`config.mk`:
```
export PLATFORM = sky130hd
export DESIGN_NAME = shift_counter_sequencer_flat
export DESIGN_NICKNAME = d
export VERILOG_FILES = /design/src/rtl/counter_pkg.sv /design/src/rtl/shift_counter_sequencer_if.sv /design/src/rtl/shift_counter_sequencer_next.sv /design/src/rtl/shift_counter_sequencer.sv /design/src/flat_wrapper.sv
export SDC_FILE = /design/constraint.sdc
export NUM_CORES = 1
export LEC_CHECK = 0
export ABC_AREA = 1
export BUFFER_PORTS_ARGS = -buffer_cell sky130_fd_sc_hd__buf_2
export CORE_MARGIN = 2
export CORE_UTILIZATION = 40
export CTS_CLUSTER_SIZE = 25
export DETAILED_ROUTE_END_ITERATION = 16
export GPL_TIMING_DRIVEN = 1
export PLACE_DENSITY = 0.69
export SETUP_SLACK_MARGIN = 0.4
export SLEW_MARGIN = 30
export SYNTH_ARGS = -nofsm -noshare
export SYNTH_HDL_FRONTEND = slang
export SYNTH_SLANG_ARGS = --single-unit
```
`constraint.sdc`:
```
create_clock -name clk -period 1.71 [get_ports clk]
set_clock_uncertainty 0.1 [all_clocks]
set_input_delay 0.171 -clock clk [delete_from_list [all_inputs] [get_ports clk]]
set_output_delay 0.171 -clock clk [all_outputs]
set_load 0.02 [all_outputs]
```
`src/rtl/counter_pkg.sv`:
```
// Shared definitions for the shift-register counter sequencer.
// Holds the counter mode encodings, the sequencer state enum and the default
// LFSR feedback mask used when the register is 4 bits wide.
package counter_pkg;

    // Counter flavour applied on every step.
    typedef enum logic [1:0] {
        MODE_LFSR    = 2'b00,
        MODE_RING    = 2'b01,
        MODE_JOHNSON = 2'b10,
        MODE_BIN     = 2'b11
    } mode_t;

    // Sequencer control states.
    typedef enum logic [1:0] {
        IDLE = 2'd0,
        RUN  = 2'd1,
        DONE = 2'd2
    } state_t;

    localparam int         DEFAULT_WIDTH = 4;
    localparam logic [3:0] DEFAULT_TAPS  = 4'b0011;

endpackage

```
`src/rtl/shift_counter_sequencer_if.sv`:
```
// Control/status bundle between a run requester and the sequencer.
//   start/abort/pause : run control (requester -> sequencer)
//   mode/seed/steps   : run configuration, sampled on the start edge
//   q/step_cnt        : register state and steps applied so far
//   busy/done/lockup  : registered status flags
// master = requester side, slave = sequencer side.
interface shift_counter_sequencer_if #(
    parameter int WIDTH = 4,
    parameter int CNT_W = 8
);
    import counter_pkg::*;

    logic             start;
    logic             abort;
    logic             pause;
    mode_t            mode;
    logic [WIDTH-1:0] seed;
    logic [CNT_W-1:0] steps;
    logic [WIDTH-1:0] q;
    logic [CNT_W-1:0] step_cnt;
    logic             busy;
    logic             done;
    logic             lockup;

    modport master (
        output start, abort, pause, mode, seed, steps,
        input  q, step_cnt, busy, done, lockup
    );

    modport slave (
        input  start, abort, pause, mode, seed, steps,
        output q, step_cnt, busy, done, lockup
    );

endinterface

```
`src/rtl/shift_counter_sequencer_next.sv`:
```
// shift_counter_next: purely combinational next-state function of the
// shift-register counter. Also usable on its own as a golden model for the
// DFF-chain counter benches.
//   q    : current register value (q[WIDTH-1] is the MSB)
//   mode : counter flavour
//   nxt  : value the register takes on the next step
module shift_counter_next
    import counter_pkg::*;
#(
    parameter int               WIDTH = DEFAULT_WIDTH,
    parameter logic [WIDTH-1:0] TAPS  = WIDTH'(DEFAULT_TAPS)
) (
    input  logic [WIDTH-1:0] q,
    input  mode_t            mode,
    output logic [WIDTH-1:0] nxt
);

    // Every flavour except binary shifts right by one; only the bit
    // entering at the MSB differs.
    always_comb begin
        nxt = q;
        case (mode)
            MODE_LFSR:    nxt = {^(q & TAPS), q[WIDTH-1:1]};
            MODE_RING:    nxt = {q[0], q[WIDTH-1:1]};
            MODE_JOHNSON: nxt = {~q[0], q[WIDTH-1:1]};
            MODE_BIN:     nxt = q + WIDTH'(1);
            default:      nxt = q;
        endcase
    end

endmodule

```
`src/rtl/shift_counter_sequencer.sv`:
```
// shift_counter_sequencer: seeds a WIDTH-bit shift-register counter, steps it
// a programmed number of times and reports completion.
//   clk : clock, rising edge
//   rst : asynchronous active-high reset
//   bus : slave side of shift_counter_sequencer_if (control in, status out)
// An LFSR run with an all-zero seed would never leave zero, so it finishes
// immediately with lockup raised instead of stepping.
module shift_counter_sequencer
    import counter_pkg::*;
#(
    parameter int               WIDTH = DEFAULT_WIDTH,
    parameter int               CNT_W = 8,
    parameter logic [WIDTH-1:0] TAPS  = WIDTH'(DEFAULT_TAPS)
) (
    input logic                      clk,
    input logic                      rst,
    shift_counter_sequencer_if.slave bus
);

    state_t           state_reg, state_next;
    logic [WIDTH-1:0] q_reg, q_next, q_step;
    logic [CNT_W-1:0] cnt_reg, cnt_next, cnt_inc;
    logic [CNT_W-1:0] steps_reg, steps_next;
    mode_t            mode_reg, mode_next;
    logic             lockup_reg, lockup_next;

    logic start_ok;
    logic seed_lockup;
    logic last_step;

    // The step function always works on the latched mode so that the mode
    // input may change freely during a run.
    shift_counter_next #(
        .WIDTH (WIDTH),
        .TAPS  (TAPS)
    ) u_next (
        .q    (q_reg),
        .mode (mode_reg),
        .nxt  (q_step)
    );

    assign start_ok    = bus.start && !bus.abort &&
                         ((state_reg == IDLE) || (state_reg == DONE));
    assign seed_lockup = (bus.mode == MODE_LFSR) && (bus.seed == '0);
    assign cnt_inc     = cnt_reg + CNT_W'(1);
    assign last_step   = (cnt_inc == steps_reg);

    // ---------------- FSM: state register ----------------
    always_ff @(posedge clk or posedge rst) begin
        if (rst) begin
            state_reg <= IDLE;
        end else begin
            state_reg <= state_next;
        end
    end

    // ---------------- FSM: next-state logic ----------------
    always_comb begin
        state_next = state_reg;
        if (bus.abort) begin
            state_next = IDLE;
        end else begin
            case (state_reg)
                IDLE, DONE: begin
                    if (bus.start) begin
                        if (seed_lockup || (bus.steps == '0)) begin
                            state_next = DONE;
                        end else begin
                            state_next = RUN;
                        end
                    end
                end
                RUN: begin
                    // Finish on the edge that applies the last step.
                    if (!bus.pause && last_step) begin
                        state_next = DONE;
                    end
                end
                default: state_next = IDLE;
            endcase
        end
    end

    // ---------------- FSM: outputs (decoded from registered state) ----------------
    assign bus.busy   = (state_reg == RUN);
    assign bus.done   = (state_reg == DONE);
    assign bus.lockup = (state_reg == DONE) && lockup_reg;

    // ---------------- Datapath ----------------
    always_comb begin
        q_next      = q_reg;
        cnt_next    = cnt_reg;
        mode_next   = mode_reg;
        steps_next  = steps_reg;
        lockup_next = lockup_reg;
        if (start_ok) begin
            mode_next   = bus.mode;
            steps_next  = bus.steps;
            q_next      = bus.seed;
            cnt_next    = '0;
            lockup_next = seed_lockup;
        end else if (!bus.abort && (state_reg == RUN) && !bus.pause) begin
            q_next   = q_step;
            cnt_next = cnt_inc;
        end
    end

    always_ff @(posedge clk or posedge rst) begin
        if (rst) begin
            q_reg      <= '0;
            cnt_reg    <= '0;
            mode_reg   <= MODE_LFSR;
            steps_reg  <= '0;
            lockup_reg <= 1'b0;
        end else begin
            q_reg      <= q_next;
            cnt_reg    <= cnt_next;
            mode_reg   <= mode_next;
            steps_reg  <= steps_next;
            lockup_reg <= lockup_next;
        end
    end

    assign bus.q        = q_reg;
    assign bus.step_cnt = cnt_reg;

endmodule

```
`src/flat_wrapper.sv`:
```
// flat-port wrapper written by rule: the top's interface ports become plain ports
module shift_counter_sequencer_flat import counter_pkg::*;
#(
    parameter int               WIDTH = DEFAULT_WIDTH,
    parameter int               CNT_W = 8,
    parameter logic [WIDTH-1:0] TAPS  = WIDTH'(DEFAULT_TAPS)
)
  (clk, rst, bus_start, bus_abort, bus_pause, bus_mode, bus_seed, bus_steps, bus_q, bus_step_cnt, bus_busy, bus_done, bus_lockup);
  shift_counter_sequencer_if #(.WIDTH(WIDTH), .CNT_W(CNT_W)) bus_i ();
  input logic clk;
  input logic rst;
  input wire logic [$bits(bus_i.start)-1:0] bus_start;
  input wire logic [$bits(bus_i.abort)-1:0] bus_abort;
  input wire logic [$bits(bus_i.pause)-1:0] bus_pause;
  input wire logic [$bits(bus_i.mode)-1:0] bus_mode;
  input wire logic [$bits(bus_i.seed)-1:0] bus_seed;
  input wire logic [$bits(bus_i.steps)-1:0] bus_steps;
  output wire logic [$bits(bus_i.q)-1:0] bus_q;
  output wire logic [$bits(bus_i.step_cnt)-1:0] bus_step_cnt;
  output wire logic [$bits(bus_i.busy)-1:0] bus_busy;
  output wire logic [$bits(bus_i.done)-1:0] bus_done;
  output wire logic [$bits(bus_i.lockup)-1:0] bus_lockup;
  assign bus_i.start = bus_start;
  assign bus_i.abort = bus_abort;
  assign bus_i.pause = bus_pause;
  assign bus_i.mode = bus_mode;
  assign bus_i.seed = bus_seed;
  assign bus_i.steps = bus_steps;
  assign bus_q = bus_i.q;
  assign bus_step_cnt = bus_i.step_cnt;
  assign bus_busy = bus_i.busy;
  assign bus_done = bus_i.done;
  assign bus_lockup = bus_i.lockup;
  shift_counter_sequencer #(.WIDTH(WIDTH), .CNT_W(CNT_W), .TAPS(TAPS)) u_core (.clk(clk), .rst(rst), .bus(bus_i));
endmodule
```
; ---- Word-level counts from Yosys, hierarchy flattened
; Cells that the tools add are included.
[op_classes]
addsub = 2
eq_ne = 8
mux = 10
bitwise = 1
n_reduce_logical = 20
[op_table]
columns = cell, n
row1 = $mux W8, 2
row2 = $pmux W4 S4, 1
row3 = $add A8 B1 Y8 const B, 1
row4 = $eq A8 B8 Y1, 1
row5 = $logic_not A8 Y1, 1
row6 = $mux W2, 4
row7 = $mux W4, 2
row8 = $logic_and A1 B1 Y1, 7
row9 = $eq A2 B2 Y1 const B, 3
row10 = $logic_not A2 Y1, 3
row11 = $add A4 B1 Y4 const B, 1
row12 = $eq A2 B1 Y1 const B, 2
row13 = $logic_not A4 Y1, 1
row14 = $pmux W2 S2, 1
row15 = $reduce_xor A4 Y1, 1
row16 = $ne A3 B2 Y1 const B, 1
row17 = $ne A3 B3 Y1 const B, 1
row18 = $logic_not A1 Y1, 2
row19 = $logic_or A1 B1 Y1, 2
row20 = $reduce_and A2 Y1, 1
row21 = $reduce_bool A2 Y1, 1
row22 = $reduce_or A2 Y1, 1
row23 = $not A1 Y1, 1
[word_totals]
register_bits = 25
out_inout_bits = 15

; ---- Depth between registers and ports, before layout
[depth]
depth_word = 7
mapped_depth = 13
depth_no_buf = 13

; ---- Cells and area by module
; Synthesis repeated with hierarchy kept, for this count alone.
[hier_totals]
cells_unflattened = 211
hier_area_um2 = 1466.4
[modules_own_cells]
columns = mod, instances, cells_each, area_each_um2, seq_area_each_um2
row1 = shift_counter_sequencer, 1, 188, 1355.0, 625.6
row2 = shift_counter_next, 1, 23, 111.4, 0.0

; ---- Worst setup path after synthesis
; Ideal clock, no wire load.
[synth_path]
kind = flip-flop to flip-flop
startpoint = register u_core.cnt_reg[0] (netlist: u_core.bus.step_cnt[0])
endpoint = register u_core.state_reg[1]
setup_time_ps = 117
arrival_ps = 1575
setup_slack_ps = -83
stages_incl_launch_ff = 12
period_less_slack_ps = 1793
cell_sequence = dfrtp_1 ha_1 nand3_1 nor2_1 nand2_1 and2_1 nor2_1 nor2_1 nand2_1 nand2_1 nand3_1 nand2_1
[synth_between]
elab_chain_cells = 5
[synth_rtl]
columns = element, line_no
row1 = "start, declared", shift_counter_sequencer.sv:22  ; logic [CNT_W-1:0] cnt_reg, cnt_next, cnt_inc;
row2 = "start signal, assigned", shift_counter_sequencer.sv:117  ; cnt_reg <= cnt_next;
row3 = $add A8 B1 Y8, shift_counter_sequencer.sv:45  ; assign cnt_inc = cnt_reg + CNT_W'(1);
row4 = $eq A8 B8 Y1, shift_counter_sequencer.sv:46  ; assign last_step = (cnt_inc == steps_reg);
row5 = $logic_and A1 B1 Y1, shift_counter_sequencer.sv:75  ; if (!bus.pause && last_step) begin
row6 = $ne A3 B2 Y1 (no line), -
row7 = $reduce_and A2 Y1 (no line), -
row8 = "end signal, assigned", shift_counter_sequencer.sv:53  ; state_reg <= state_next;
row9 = "end, declared", shift_counter_sequencer.sv:20  ; state_t state_reg, state_next;
; Every way passes these cells.
; A chain may end at the register's enable or synchronous reset.

; ---- Worst setup path after layout
; Same ends and word-level chain as after synthesis.

==> results.ini <==
[clock_tree]
cts.sinks = 25
worstSkewPairLatency_ns = 0.32
path_clk_slew_ns = 0.13
cts_tree = built
cts_root_buffer = clkbuf_4
cts_buffers = 3
cts_buffer_depth = 2
h-tree-depth = 1

[critical_path]
endpoint_kind = register
path_max_fanout = 4
worstSetupPathType = reg -> reg
r2r-end = u_core.state_reg[1]
start_kind = register
worstPathRequired_ns = 1.88
r2r_start = u_core.bus.step_cnt[0]
cp-startpoint = u_core.bus.step_cnt[0]
r2r_cells = 11
worstPathArrival_ns = 1.87
reg2reg_slack_ns = 0.01

[detailed_routing]
drt_iter0_drc = 97
wl_um = 4180
drc = 0
routed_via_density = 5.13
post_drt_wl_per_cell_um = 13.9
ant_nets = 0
firstDrtPassIters = 4
num_vias = 1539

[cells_and_area]
fillCellCount = 280
postLayoutCoreUtil = 0.668
diodes = 0
area_growth_pct = 56.7
nets = 276
drive_gt1_frac = 0.461

[synthesis]
yosysSeqAreaShare = 0.429
ys_seq_elements = 25
synth_nets = 208
avgSynthCellArea_um2 = 7.79
ys_warn_count = 0
post_synth_num_cell_types = 27
syn-instance-count = 187
synth_area_um2 = 1460

[timing]
worst_slew_pin_slew_ns = 0.336
post-route-period-util = 0.994
finalHoldViolCount = 0
setup_viol = 0
final.min_clock_period_ns = 1.70
whs_ns = 0.00977
grt_setup_unrepaired = true
relSlewSlack = 0.776
slew_viol_final = 0
max_freq_mhz = 588

[floorplanning]
start_util = 0.427
chipHeight_um = 64.4
rows = 21
die_w_um = 64.4
coreArea_um2 = 3420
top_level_ports = 34
die-area_um2 = 4140

[run]
max-cap-violations = 0

[worst_hold_path]
hp-start = bus_steps[4]
whs_path_depth = 3
hp-class = in -> reg
min_to = u_core.steps_reg[4]

[grt]
grt_antenna_before_repair = 0
grt_pass1_vias = 1448
use_met1 = 0.284
grt_use_met2 = 0.332
grt_overflow_total = 0
grt_pass1_wl_um = 6640
track_usage = 0.206
grt_max_degree = 26
gr-usage-met3 = 0.0282
busiest_layer = met2

[pwr]
fin_total_pwr_mw = 2.74
peakVddDrop_mv = 0.589
power_density_nw_per_um2 = 1200
p_leak_nw = 1.09

[placed_design]
port_buffers = 33
gp_congestion = 0.830
dp_hpwl_um = 2580

[outcome]
status = finished clean

where the power goes:
group	switching (mW)	total, mW	internal, mW
clock network	0.178	0.269	0.0914
logic	0.745	1.51	0.761
registers	0.208	0.966	0.758
area by class of cell:
type                    count  area (µm²)  area share
multi-input cells         137         945       0.414
flip-flops and latches     25         632       0.277
repair buffers             65         527       0.231
inverters                  23        96.3      0.0422
well taps                  46        57.6      0.0252
clock buffers               4        26.3      0.0115
per-stage QoR:
step | cell area [µm²] | TNS (ns) | worst slack (ns) | instances
2_1_floorplan | 1510 | 0 | 0.0874 | 187
3_3_place_gp | 1760 | 0 | 0.120 | 269
3_5_place_dp | 1760 | 0 | 0.0773 | 269
4_1_cts | 2070 | 0 | 0.0746 | 292
5_1_grt | 2280 | -0.258 | -0.144 | 300
6_report | 2280 | 0 | 0.00983 | 300
synth_stat cells (all sizes together):
master	count	area [µm²]
nand2	48	185
and3	1	6.26
xor2	1	8.76
or2	2	12.5
nor4	3	18.8
a21oi	6	30.0
inv	23	86.3
o22ai	3	18.8
xnor2	1	8.76
ha	2	25.0
dfrtp	25	626
o221ai	3	26.3
and2	1	6.26
nor2	21	93.8
o21ai	10	50.0
nand3b	3	22.5
nand3	17	85.1
buf	3	21.3
nand4	4	25.0
o211ai	3	22.5
mux2	7	78.8
worst max-delay path by stage:
stage | endpoint | slack [ns] | depth (start not counted)
after detailed placement | u_core.state_reg[1] | 0.08 | 11
after global placement | u_core.state_reg[1] | 0.12 | 11
after global routing | u_core.state_reg[1] | -0.14 | 13
after floorplan | u_core.state_reg[1] | 0.09 | 11
after CTS | u_core.state_reg[1] | 0.07 | 11
final | u_core.state_reg[1] | 0.01 | 11
critical path: stages (launching register included):
cell and delay [ns]:
dfrtp_2 0.48, buf_6 0.14, buf_4 0.13, xor2_1 0.19, nand3_2 0.08, nor2_1 0.09
nand3_1 0.07, nor2_1 0.11, nand2_1 0.07, nand2_1 0.08, nand3_1 0.07, nand2_1 0.06
cells by family (layout without fill, tap and decap cells):
kind of cell,count (synthesis),count (layout),synth area share
buf+inv,26,92,0.0738
compound gates,25,25,0.101
simple gates,100,101,0.312
flops,25,25,0.429
fa+ha+maj,2,2,0.0172
xor+xnor,2,2,0.0120
mux,7,7,0.0541
cells in the final DEF, fill, tap and decap left out, types with 4 or more instances in the layout:
| master | count |
|---|---|
| nand2_1 | 37 |
| buf_2 | 28 |
| dfrtp_1 | 20 |
| inv_1 | 17 |
| nand3_1 | 15 |
| nor2_1 | 13 |
| buf_4 | 13 |
| buf_6 | 11 |
| nand2_2 | 9 |
| dlygate4sd3_1 | 8 |
| mux2_4 | 7 |
| nor2_4 | 6 |
| dfrtp_2 | 5 |
| nand4_1 | 4 |
| o21ai_1 | 4 |
| o21ai_2 | 4 |
| a21oi_2 | 4 |
metal layers:
metal  vias to the layer above  wire length, µm
li1                        763                -
met1                       723             1800
met2                        47             2150
met3                         6              197
met4                         0               38
met5                         -                0
timing repair:
action,in CTS,in global routing
hold buffers,7,1
endpoints found under the setup margin,29,30
buffers inserted,11,7
gates resized for setup,30,41
pin swaps,10,8
gates cloned,1,0
hold endpoints to repair,31,1
No activity file was read; power rests on OpenSTA's default activity.
